===== src/rtl/nec_prefetch.sv =====
// Instruction prefetch queue: an 8-byte ring filled over a 16-bit bus while idle,
// sharing the bus with the execution unit and flushed on decoder PC changes.
module nec_prefetch (
    input  logic            clk,
    input  logic            reset,
    input  logic            ce_1,
    input  logic            ce_2,
    input  logic [15:0]     decode_pc,
    input  logic            set_pc,
    input  logic [15:0]     new_pc,
    input  logic            block_prefetch,
    output logic [7:0][7:0] ipq,
    output logic [3:0]      ipq_len,
    input  logic            exec_req,
    output logic            exec_grant,
    input  logic            exec_done,
    output logic            bus_req,
    output logic [15:0]     bus_addr,
    output logic            bus_fetch,
    input  logic            bus_ready,
    input  logic [15:0]     bus_din,
    output logic [1:0]      dbg_state     // 0 = IDLE, 1 = PF_BUSY, 2 = EX_BUSY
);

    // Bus handshake: bus_req/bus_addr/bus_fetch are held stable from the ce_1 edge
    // that starts a cycle until a ce_1 edge that samples bus_ready=1; bus_din is
    // valid only alongside bus_ready. exec_req is a level held until exec_grant.
    typedef enum logic [1:0] {
        IDLE    = 2'd0,
        PF_BUSY = 2'd1,
        EX_BUSY = 2'd2
    } state_t;

    state_t          state_q, state_d;
    logic [15:0]     fetch_addr_q, fetch_addr_d;
    logic            discard_q, discard_d;
    logic            bus_req_q, bus_req_d;
    logic            bus_fetch_q, bus_fetch_d;
    logic [15:0]     bus_addr_q, bus_addr_d;
    logic            exec_grant_q, exec_grant_d;
    logic [7:0][7:0] ipq_q, ipq_d;

    logic [15:0]     fetch_dist;
    logic            room;
    logic            set_pc_ev;
    logic [2:0]      idx, idx_n;

    assign fetch_dist = fetch_addr_q - decode_pc;
    assign ipq_len    = (fetch_dist > 16'd8) ? 4'd8 : fetch_dist[3:0];
    // An odd fetch address only needs one free byte (upper half of the word).
    assign room       = fetch_addr_q[0] ? (ipq_len <= 4'd7) : (ipq_len <= 4'd6);
    assign set_pc_ev  = set_pc & (ce_1 | ce_2);
    assign idx        = fetch_addr_q[2:0];
    assign idx_n      = idx + 3'd1;

    always_comb begin
        state_d      = state_q;
        fetch_addr_d = fetch_addr_q;
        discard_d    = discard_q;
        bus_req_d    = bus_req_q;
        bus_fetch_d  = bus_fetch_q;
        bus_addr_d   = bus_addr_q;
        exec_grant_d = exec_grant_q;
        ipq_d        = ipq_q;

        if (set_pc_ev) begin
            fetch_addr_d = new_pc;
            if (state_q == PF_BUSY) discard_d = 1'b1;
        end

        if (ce_1) begin
            case (state_q)
                IDLE: begin
                    if (exec_req) begin
                        state_d      = EX_BUSY;
                        exec_grant_d = 1'b1;
                    end else if (!block_prefetch && !set_pc && room) begin
                        state_d     = PF_BUSY;
                        bus_req_d   = 1'b1;
                        bus_fetch_d = 1'b1;
                        bus_addr_d  = {fetch_addr_q[15:1], 1'b0};
                    end
                end
                PF_BUSY: begin
                    if (bus_ready) begin
                        state_d     = IDLE;
                        bus_req_d   = 1'b0;
                        bus_fetch_d = 1'b0;
                        discard_d   = 1'b0;
                        // A flush during (or on) the completing edge drops the data.
                        if (!discard_q && !set_pc_ev) begin
                            if (fetch_addr_q[0]) begin
                                ipq_d[idx]   = bus_din[15:8];
                                fetch_addr_d = fetch_addr_q + 16'd1;
                            end else begin
                                ipq_d[idx]   = bus_din[7:0];
                                ipq_d[idx_n] = bus_din[15:8];
                                fetch_addr_d = fetch_addr_q + 16'd2;
                            end
                        end
                    end
                end
                EX_BUSY: begin
                    if (exec_done) begin
                        state_d      = IDLE;
                        exec_grant_d = 1'b0;
                    end
                end
                default: state_d = IDLE;
            endcase
        end
    end

    always_ff @(posedge clk) begin
        if (reset) begin
            state_q      <= IDLE;
            fetch_addr_q <= 16'h0000;
            discard_q    <= 1'b0;
            bus_req_q    <= 1'b0;
            bus_fetch_q  <= 1'b0;
            bus_addr_q   <= 16'h0000;
            exec_grant_q <= 1'b0;
            ipq_q        <= '0;
        end else begin
            state_q      <= state_d;
            fetch_addr_q <= fetch_addr_d;
            discard_q    <= discard_d;
            bus_req_q    <= bus_req_d;
            bus_fetch_q  <= bus_fetch_d;
            bus_addr_q   <= bus_addr_d;
            exec_grant_q <= exec_grant_d;
            ipq_q        <= ipq_d;
        end
    end

    assign ipq        = ipq_q;
    assign bus_req    = bus_req_q;
    assign bus_fetch  = bus_fetch_q;
    assign bus_addr   = bus_addr_q;
    assign exec_grant = exec_grant_q;
    assign dbg_state  = state_q;

endmodule

===== config.mk =====
export PLATFORM = sky130hd
export DESIGN_NAME = nec_prefetch
export DESIGN_NICKNAME = d
export VERILOG_FILES = /design/src/rtl/nec_prefetch.sv
export SDC_FILE = /design/constraint.sdc
export NUM_CORES = 1
export LEC_CHECK = 0
export CAP_MARGIN = 15
export CELL_PAD_IN_SITES_DETAIL_PLACEMENT = 0
export CELL_PAD_IN_SITES_GLOBAL_PLACEMENT = 1
export CORE_UTILIZATION = 38
export CTS_CLUSTER_SIZE = 40
export DETAILED_ROUTE_END_ITERATION = 8
export PLACE_DENSITY = 0.89
export SKIP_CTS_REPAIR_TIMING = 1
export SLEW_MARGIN = 5
export SYNTH_ARGS = -nofsm -noshare
export SYNTH_HDL_FRONTEND = slang
export SYNTH_SLANG_ARGS = --single-unit

===== constraint.sdc =====
create_clock -name clk -period 5 [get_ports clk]
set_clock_uncertainty 0.05 [all_clocks]
set_input_delay 0.5 -clock clk [delete_from_list [all_inputs] [get_ports clk]]
set_output_delay 0.5 -clock clk [all_outputs]
set_load 0.1 [all_outputs]

Word level (Yosys, flattened, before mapping)
Index checks and enable logic that the tools add are counted.
{ "totals": {"word_cells": 86, "output_inout_bits": 89, "ff_bits": 100, "input_bits": 57} }
{ "classes": {"n_reduce_logical": 17, "order_cmp": 7, "muxes": 33, "add_sub_neg": 4, "n_eq_ne": 8, "n_bitwise": 3} }
{ "op_table": {"columns": ["operator", "n"], "rows": [
  ["$bwmux 64", 3],
  ["$mux 16", 6],
  ["$mux 64", 1],
  ["$demux 8 s3", 2],
  ["$add 16x1->16 const B", 1],
  ["$add 16x2->16 const B", 1],
  ["$gt 16x4->1 const B", 1],
  ["$mux 8", 2],
  ["$reduce_and 4->1", 4],
  ["$sub 16x16->16", 1],
  ["$mux 1", 11],
  ["$ne 2x2->1 const B", 5],
  ["$le 4x3->1 const B", 2],
  ["$lt 3x4->1 const B", 2],
  ["$mux 2", 4],
  ["$ge 3x1->1 const B", 2],
  ["$pmux 2 s3", 1],
  ["$logic_and 1x1->1", 5],
  ["$reduce_and 5->1", 1],
  ["$logic_not 1->1", 4],
  ["$mux 4", 1],
  ["$pmux 1 s2", 2],
  ["$reduce_bool 2->1", 2],
  ["$add 3x1->3 const B", 1],
  ["other kinds (7)", 7]
]} }

Logic depth before layout (Yosys ltp)
Gate-level depths: netlist of run 1.
{ "depth": {"word_depth": 9, "mapped_depth": 14} }

Worst setup path after synthesis of run 1
No wires, ideal clock.
{ "synth_timing": {"path_type": "register -> output", "from": "register fetch_addr_q[0]", "to": "output ipq_len[0]", "required_ns": 4.450, "stages_incl_launch_ff": 15, "slack_ns": 0.197, "t_arrival_ns": 4.253, "cell_sequence": "dfxtp_1 clkbuf_1 inv_1 ha_1 fa_1 nor2b_1 o31a_1 o311ai_1 mux2_4 nor4_4 and4_1 buf_6 buf_8 nand3_1 nor2_1"} }
{ "synth_via": {"elab_chain_len": 3} }
{ "synth_lines": {"columns": ["item", "line", "source"], "rows": [
  ["start, declared", "35", "logic [15:0] fetch_addr_q, fetch_addr_d;"],
  ["start signal, assigned", "126", "fetch_addr_q <= fetch_addr_d;"],
  ["$sub 16x16->16 (*)", "48", "assign fetch_dist = fetch_addr_q - decode_pc;"],
  ["$gt 16x4->1", "49", "assign ipq_len = (fetch_dist > 16'd8) ? 4'd8 : fetch_dist[3:0];"],
  ["$mux 4 (*)", "49", null],
  ["end, declared", "13", "output logic [3:0] ipq_len,"]
]} }
Mark *: on every way between the ends. The rest lies on a longest branch, timed or not.

Worst setup path after layout of run 1
{ "layout_timing": {"from": "register fetch_addr_q[0]", "to": "output ipq_len[1]"} }
Same word-level chain as after synthesis.

==> results.env, run 1 <==
WORSTSKEWPAIRLATENCY_NS=0.34
DRT-INITIAL-DRC-COUNT=352
CTS-HTREE-LEVELS=3
SYN_AVG_CELL_AREA_UM2=8.11
CLK_ROOT_BUFFER_CELL='sky130_fd_sc_hd__clkbuf_16'
SYNTH_AREA_LEADERS='sky130_fd_sc_hd__dfxtp_1, sky130_fd_sc_hd__a21oi_1, sky130_fd_sc_hd__mux2i_1'
FIRST_PASS_DETAILED_ROUTE_ITERATION_TOTAL=5
YS_WARN_COUNT=0
PLACEMENT.SETUP.WORST_SLACK_NS=0.803
SYNTHESIS.INSTANCES=677
CP_MAX_FO=13
OVERFLOW=0
RSZ_0062_RAISED_AFTER_GLOBAL_ROUTING='false'
INITIAL_ANTENNA_VIOLATION_COUNT=0
SYNTH.DISTINCT_CELLS=68
MAX_CAP_VIOLATIONS=0
TRITONCTS_CLOCK_TREE='built'
MAX-VDD-IR-DROP_V=0.000201
R2R.WORST_PATH.CELLS=11
CLOCK.FMAX_MHz=221
FINAL_CORE_UTIL=0.522
ASYNC_RESET_FF_FRAC=0
FINAL_ANTENNA_NET_COUNT=0
TRITONCTS.NUM_BUFFERS=9
TOTAL_LEAKAGE_POWER_nW=2.84
WORSTSETUPENDPOINTTYPE='output port'
ROUTED_WL_PER_CELL_UM=17.5
TNS_NS=0
WORSTSETUPSTARTPOINTTYPE='register'
SYNTH-EDFF-COUNT=0
N_FILL_CELL=1331
CTS-ROOT-TO-SINK-BUFFERS=2
ROUTED_WIRELENGTH_UM=17100
CRITICAL_PATH.CELL_CHAIN='inv_1 -> ha_1 -> fa_1 -> nor2b_1 -> o31a_1 -> o311ai_1 -> mux2_4 -> nor4_4 -> and4_1 -> nand3_1 -> nor2_1 -> buf_12'
P_PER_AREA_nW_PER_UM2=256
TIMING.MAX_SLEW.REL_SLACK=0.314
MAPPEDNETLISTAREA_UM2=5490
MIN_CYCLE_TIME_LAYOUT_NS=4.52
CRITICAL_PATH_CLASS='register to output port'
POSTSYNTHNETCOUNT=757
TIGHTEST_SLEW_NS=1.03
DP_HPWL_UM=12800
CP_NUM_CELLS=12
CORE_UM2=14000
PATH_DELAY_FAMILY='simple AND/OR/NAND/NOR gates'
DRIVE_ABOVE_1_SHARE=0.0552
HOLD_CRIT_PATH_TYPE='register to register'
SYNTHFLOPTYPE='sky130_fd_sc_hd__dfxtp_1'
OUTCOME='finished, final reports clean'
DIE_X_UM=122
GRT_PASS1_WL_UM=26800
GRT_MAX_DEGREE=54
GP_CONGESTION=0.881
SYNTH_TOP_AREA_SHARE=0.365
FLOW.AREA_GROWTH_FROM_SYNTHESIS_PCT=33.0
SEQ_AREA_FRAC_SYNTH=0.365
SYNTH_LARGEST_AREA_CELL='sky130_fd_sc_hd__dfxtp_1'
GRT_PASS1_VIAS=5152
CTS.CLK_SLEW.WORST_PATHS_NS=0.07
NUMBER_OF_BUFFERS_INSERTED_BY_PORT_BUFFERING=144
DESIGN.DIE.AREA_UM2=14900
CPPEAKSTAGEDELAY_NS=0.61
VIA_COUNT=5397
FINAL_WORST_PATH_PERIOD_SHARE=0.904
FP.DIEH_UM=122
PIN_COUNT=146
TIMING.FINAL.SETUP_VIOLATIONS=0
REPORT.FINAL.SLEW_VIOL_COUNT=0
WORSTPATHREQUIRED_NS=4.45
WORST_R2R_STARTPOINT='fetch_addr_q[0]'
INSERTEDDIODECOUNT=0
CTS_NUM_SINKS=100
FLOORPLAN.INITIALDENSITY=0.392
STD_CELL_ROWS=43
CPMAXSTAGEDELAYCELL='sky130_fd_sc_hd__dfxtp_1'
LAYOUT_SETUP_WS_NS=0.481
GRT_USAGE=0.230
FINAL_HOLD_VIOL_COUNT=0
YOSYS_REGISTER_BITS=100
ROUTE.DETAILED.DRC=0
WORST_SETUP_PATH_STARTPOINT='fetch_addr_q[0]'
WHS_PATH_DEPTH=2
CP_DATA_ARRIVAL_TIME_NS=3.97
FIN_NETS=872
MEAN_NUMBER_OF_VIAS_PER_CELL=5.52
CP_NUM_BUF_INV=2
WORST_HOLD_STARTPOINT='ipq[19]'
## final timing paths
kind / to / slack (ns)
hold / removal: ipq[19] / 0.40
hold reg to reg: ipq[19] / 0.40
setup reg to reg: bus_addr[15] / 1.25
setup / recovery: ipq_len[1] / 0.48
## state kept, by name (all words and copies together) (netlist names)
register      count
discard_q         1
ipq              64
exec_grant        1
dbg_state         2
bus_addr         15
bus_fetch         1
fetch_addr_q     16
## cells in the mapped netlist, drive strengths merged (2+ instances only)
| cell | n |
|---|---|
| a2111oi | 3 |
| a211oi | 5 |
| a21o | 7 |
| a21oi | 77 |
| a221oi | 4 |
| a311oi | 2 |
| a31oi | 9 |
| a32oi | 2 |
| and2 | 2 |
| and3 | 8 |
| and4 | 3 |
| buf | 19 |
| clkbuf | 27 |
| dfxtp | 100 |
| ha | 22 |
| inv | 28 |
| mux2 | 3 |
| mux2i | 37 |
| nand2 | 76 |
| nand2b | 2 |
| nand3 | 43 |
| nand4 | 21 |
| nand4b | 2 |
| nor2 | 68 |
| nor2b | 4 |
| nor3 | 11 |
| nor3b | 4 |
| nor4 | 4 |
| o2111ai | 4 |
| o21a | 5 |
| o21ai | 24 |
| o221ai | 2 |
| o311ai | 4 |
| o31a | 2 |
| o31ai | 18 |
| o32ai | 2 |
| or2 | 4 |
| xnor2 | 4 |
| xor2 | 3 |
## stage by stage
stage / hold WS [ns] / power, mW / instance area (µm²) / std cells
2_1_floorplan: 0.435 / 1.05 / 5490 / 677
3_3_place_gp: 0.393 / 1.15 / 6990 / 961
3_5_place_dp: 0.397 / 1.15 / 6990 / 961
4_1_cts: 0.407 / 1.88 / 7300 / 977
5_1_grt: 0.429 / 1.94 / 7300 / 977
6_report: 0.404 / 1.87 / 7300 / 977
## cells in the final DEF, fill, tap and decap left out, types with 7 or more instances in the layout
cell type,count
sky130_fd_sc_hd__clkdlybuf4s50_1,139
sky130_fd_sc_hd__dfxtp_1,100
sky130_fd_sc_hd__nand2_1,76
sky130_fd_sc_hd__a21oi_1,75
sky130_fd_sc_hd__nor2_1,67
sky130_fd_sc_hd__nand3_1,43
sky130_fd_sc_hd__mux2i_1,37
sky130_fd_sc_hd__inv_1,28
sky130_fd_sc_hd__ha_1,22
sky130_fd_sc_hd__nand4_1,20
sky130_fd_sc_hd__o21ai_0,19
sky130_fd_sc_hd__o31ai_1,18
sky130_fd_sc_hd__nor3_1,11
sky130_fd_sc_hd__a31oi_1,9
sky130_fd_sc_hd__clkbuf_16,9
sky130_fd_sc_hd__and3_1,8
sky130_fd_sc_hd__buf_4,7
## tightest hold or removal path: stages (launching register included)
cell                      delay [ns]
sky130_fd_sc_hd__dfxtp_1        0.31
sky130_fd_sc_hd__nand2_1        0.05
sky130_fd_sc_hd__a21oi_1        0.05
## power by group
part           leakage (nW)  total [mW]  internal (mW)  switching [mW]
Clock                 0.149       0.725          0.409           0.315
Combinational          1.88       0.316          0.127           0.190
Sequential            0.808       0.826          0.805          0.0212
Total                  2.84        1.87           1.34           0.526
## area by class of cell
class                      count  area (µm²)  share of cell area
clock inverter                 5        66.3             0.00909
timing repair buffer         150        1510               0.207
inverter                      28         105              0.0144
sequential                   100        2000               0.274
multi-input combinational    503        3150               0.431
tap                          180         225              0.0309
clock buffer                  11         243              0.0333
## per-layer routing
metal  track usage  share of wire
met1         0.312           0.46
met2         0.360           0.46
met3        0.0538          0.067
met4        0.0716          0.014
met5             0              0
## cells by family after synthesis
family / count (synthesis) / share of synthesized area
AOI/OAI and AO/OA: 176 / 0.208
xor gates and xnor gates: 7 / 0.0112
adders and majority gates: 23 / 0.0538
buffers and inverters: 74 / 0.0620
DFF: 100 / 0.365
muxes: 40 / 0.0743
other: 1 / 0.000683
and+or+nand+nor: 256 / 0.225
(Power assumes the default switching activity.)
==> run 2, diff against run 1 <==
CELL_PAD_IN_SITES_DETAIL_PLACEMENT = 1   (was 0)
==> results.env, run 2 (synthesis results as in run 1) <==
MOST_COMMON_LIBRARY_CELL_IN_THE_LAYOUT_IGNORING_FILL_AND_TAPS='sky130_fd_sc_hd__clkdlybuf4s50_1'  # unchanged
P_PER_AREA_nW_PER_UM2=258  # was 256 nW/µm²
FINAL_CORE_UTIL=0.522  # unchanged
CRITICAL_PATH.CELL_CHAIN='inv_1 -> ha_1 -> fa_1 -> nor2b_1 -> o31a_1 -> o311ai_1 -> mux2_4 -> nor4_4 -> and4_1 -> nand3_1 -> nor2_1 -> buf_12'  # unchanged
STD_CELL_ROWS=43  # unchanged
WORST_R2R_STARTPOINT='fetch_addr_q[0]'  # unchanged
TIMING.FINAL.SETUP_VIOLATIONS=0  # unchanged
WORSTSKEWPAIRLATENCY_NS=0.35  # was 0.34 ns
TNS_NS=0  # unchanged
FINAL_WORST_PATH_PERIOD_SHARE=0.906  # was 0.904
FLIP_FLOP_COUNT_OF_THE_LARGEST_REGISTER_AFTER_LAYOUT=64  # unchanged
MAX_CAP_VIOLATIONS=0  # unchanged
MEAN_NUMBER_OF_VIAS_PER_CELL=5.70  # was 5.52
POWER_SWITCHING_SHARE=0.294  # was 0.282
FP.DIEH_UM=122  # unchanged
WHS_PATH_DEPTH=2  # unchanged
REPORT.FINAL.SLEW_VIOL_COUNT=0  # unchanged
FINALPOWER_mW=1.88  # was 1.87 mW
MAX-VDD-IR-DROP_V=0.000247  # was 0.000201 V
FIN_NETS=872  # unchanged
TIGHTEST_SLEW_NS=1.06  # was 1.03 ns
FINAL_INSTANCE_COUNT_EXCL_FILLERS=976  # was 977
TOTAL_LEAKAGE_POWER_nW=2.84  # about the same
CORE_UM2=14000  # unchanged
ROUTED_WIRELENGTH_UM=19700  # was 17,100 µm
LAYOUT_SETUP_WS_NS=0.469  # was 0.481 ns
FLOORPLAN.INITIALDENSITY=0.392  # unchanged
CP_MAX_FO=13  # unchanged
INITIAL_ANTENNA_VIOLATION_COUNT=0  # unchanged
CLK_ROOT_BUFFER_CELL='sky130_fd_sc_hd__clkbuf_16'  # unchanged
DIE_X_UM=122  # unchanged
GRT_PASS1_VIAS=5746  # was 5,152
PIN_COUNT=146  # unchanged
DRIVE_ABOVE_1_SHARE=0.0553  # was 0.0552
CPMAXSTAGEDELAYCELL='sky130_fd_sc_hd__dfxtp_1'  # unchanged
CPPEAKSTAGEDELAY_NS=0.61  # about the same
PLACEMENT.SETUP.WORST_SLACK_NS=0.782  # was 0.803 ns
PLACE.DETAILED.INSTANCES=961  # unchanged
INTERNAL-POWER_mW=1.33  # was 1.34 mW
POST-ROUTE-CELL-AREA_UM2=7300  # unchanged
R2R.WORST_PATH.CELLS=11  # unchanged
DP_HPWL_UM=14500  # was 12,800 µm
GP_CONGESTION=0.881  # unchanged
CLOCK.FMAX_MHz=221  # about the same
TRITONCTS_CLOCK_TREE='built'  # unchanged
SEQ_POWER_SHARE=0.439  # was 0.442
WORST_HOLD_STARTPOINT='ipq[53]'  # was ipq[19]
FLOW.AREA_GROWTH_FROM_SYNTHESIS_PCT=33.0  # unchanged
TRITONCTS.NUM_BUFFERS=9  # unchanged
ROUTED_WL_PER_CELL_UM=20.1  # was 17.5 µm
GRT_USAGE=0.265  # was 0.230
NET-SWITCHING-POWER_uW=554  # was 526 µW
MIN_CYCLE_TIME_LAYOUT_NS=4.53  # was 4.52 ns
CTS-HTREE-LEVELS=3  # unchanged
FIRST_PASS_DETAILED_ROUTE_ITERATION_TOTAL=4  # was 5
FINAL_HOLD_VIOL_COUNT=0  # unchanged
HOLD_CRIT_PATH_TYPE='register to register'  # unchanged
VIA_COUNT=5560  # was 5,397
CTS-ROOT-TO-SINK-BUFFERS=2  # unchanged
OUTCOME='finished, final reports clean'  # unchanged
WORSTSETUPENDPOINTTYPE='output port'  # unchanged
NUMBER_OF_BUFFERS_INSERTED_BY_PORT_BUFFERING=144  # unchanged
CRITICAL_PATH_CLASS='register to output port'  # unchanged
POWER.SHARE.COMBINATIONAL=0.174  # was 0.169
WORST-R2R-SETUP-SLACK_NS=1.20  # was 1.25 ns
RSZ_0062_RAISED_AFTER_GLOBAL_ROUTING='false'  # unchanged
R2R_END='bus_addr[9]'  # was bus_addr[15]
CP_DATA_ARRIVAL_TIME_NS=3.98  # was 3.97 ns
FIN_HOLD_WS_NS=0.412  # was 0.404 ns
CTS_NUM_SINKS=100  # unchanged
MOST-COMMON-LAYOUT-CELLS='sky130_fd_sc_hd__clkdlybuf4s50_1, sky130_fd_sc_hd__dfxtp_1, sky130_fd_sc_hd__nand2_1'  # unchanged
HOLD_END='ipq[53]'  # was ipq[19]
TIMING.MAX_SLEW.REL_SLACK=0.293  # was 0.314
WORSTPATHREQUIRED_NS=4.45  # about the same
DESIGN.DIE.AREA_UM2=14900  # unchanged
CTS.CLK_SLEW.WORST_PATHS_NS=0.07  # about the same
GRT_MAX_DEGREE=54  # unchanged
WORSTSETUPSTARTPOINTTYPE='register'  # unchanged
DRT-INITIAL-DRC-COUNT=285  # was 352
FINAL_ANTENNA_NET_COUNT=0  # unchanged
PLACEMENT.CELL_AREA_UM2=6990  # unchanged
INSERTEDDIODECOUNT=0  # unchanged
GRT_PASS1_WL_UM=30400  # was 26,800 µm
OVERFLOW=0  # unchanged
ROUTE.DETAILED.DRC=0  # unchanged
PWR-SHARE-CLK=0.387  # was 0.388
-- run 2: cell types whose count changed in the layout (fill, tap and decap cells not counted), sizes merged --
cell	change
clkinv	+3
clkbuf	-2
inv	-1
clkinvlp	-1
-- run 2: routing by layer --
layer	GRT usage	up-vias	routed length [µm]
met4	0.0800	0	443
met2	0.456	153	9600
met5	0	-	0
li1	-	2672	-
met1	0.323	2703	8490
met3	0.0669	32	1120
-- run 2: how the worst max path moves through the flow --
| stage | slack [ns] | end | start |
|---|---|---|---|
| final | 0.47 | ipq_len[1] | fetch_addr_q[0] |
| after floorplan | 0.20 | ipq_len[0] | fetch_addr_q[0] |
| after global routing | 0.30 | ipq_len[1] | fetch_addr_q[0] |
| after detailed placement | 0.78 | ipq_len[1] | decode_pc[4] |
| after CTS | 0.47 | ipq_len[1] | fetch_addr_q[0] |
| after global placement | 0.89 | ipq_len[1] | decode_pc[2] |
-- run 2: cell type report --
type / instances / area [µm²]
clock buffers: 9 / 225
clock inverters: 6 / 83.8
fillers: 1672 / 6690
inverters: 28 / 105
multi-input cells: 503 / 3150
flip-flops and latches: 100 / 2000
well taps: 180 / 225
repair buffers: 150 / 1510
-- run 2: critical path: cells and delay by family (launching register included) --
kind            cells  cell delay [ns]
buf+inv             2             0.46
flops               1             0.61
compound gates      2             0.32
simple gates        5             1.22
mux                 1             0.34
fa+ha+maj           2             0.68
-- run 2: power by group through the flow --
stage               Sequential (mW)  Clock [mW]  Combinational [mW]
finish                        0.826       0.729               0.327
global route                  0.828       0.768               0.351
CTS                           0.826       0.742               0.323
detailed placement            0.844           0               0.319
global placement              0.844           0               0.309
floorplan                     0.843           0               0.205
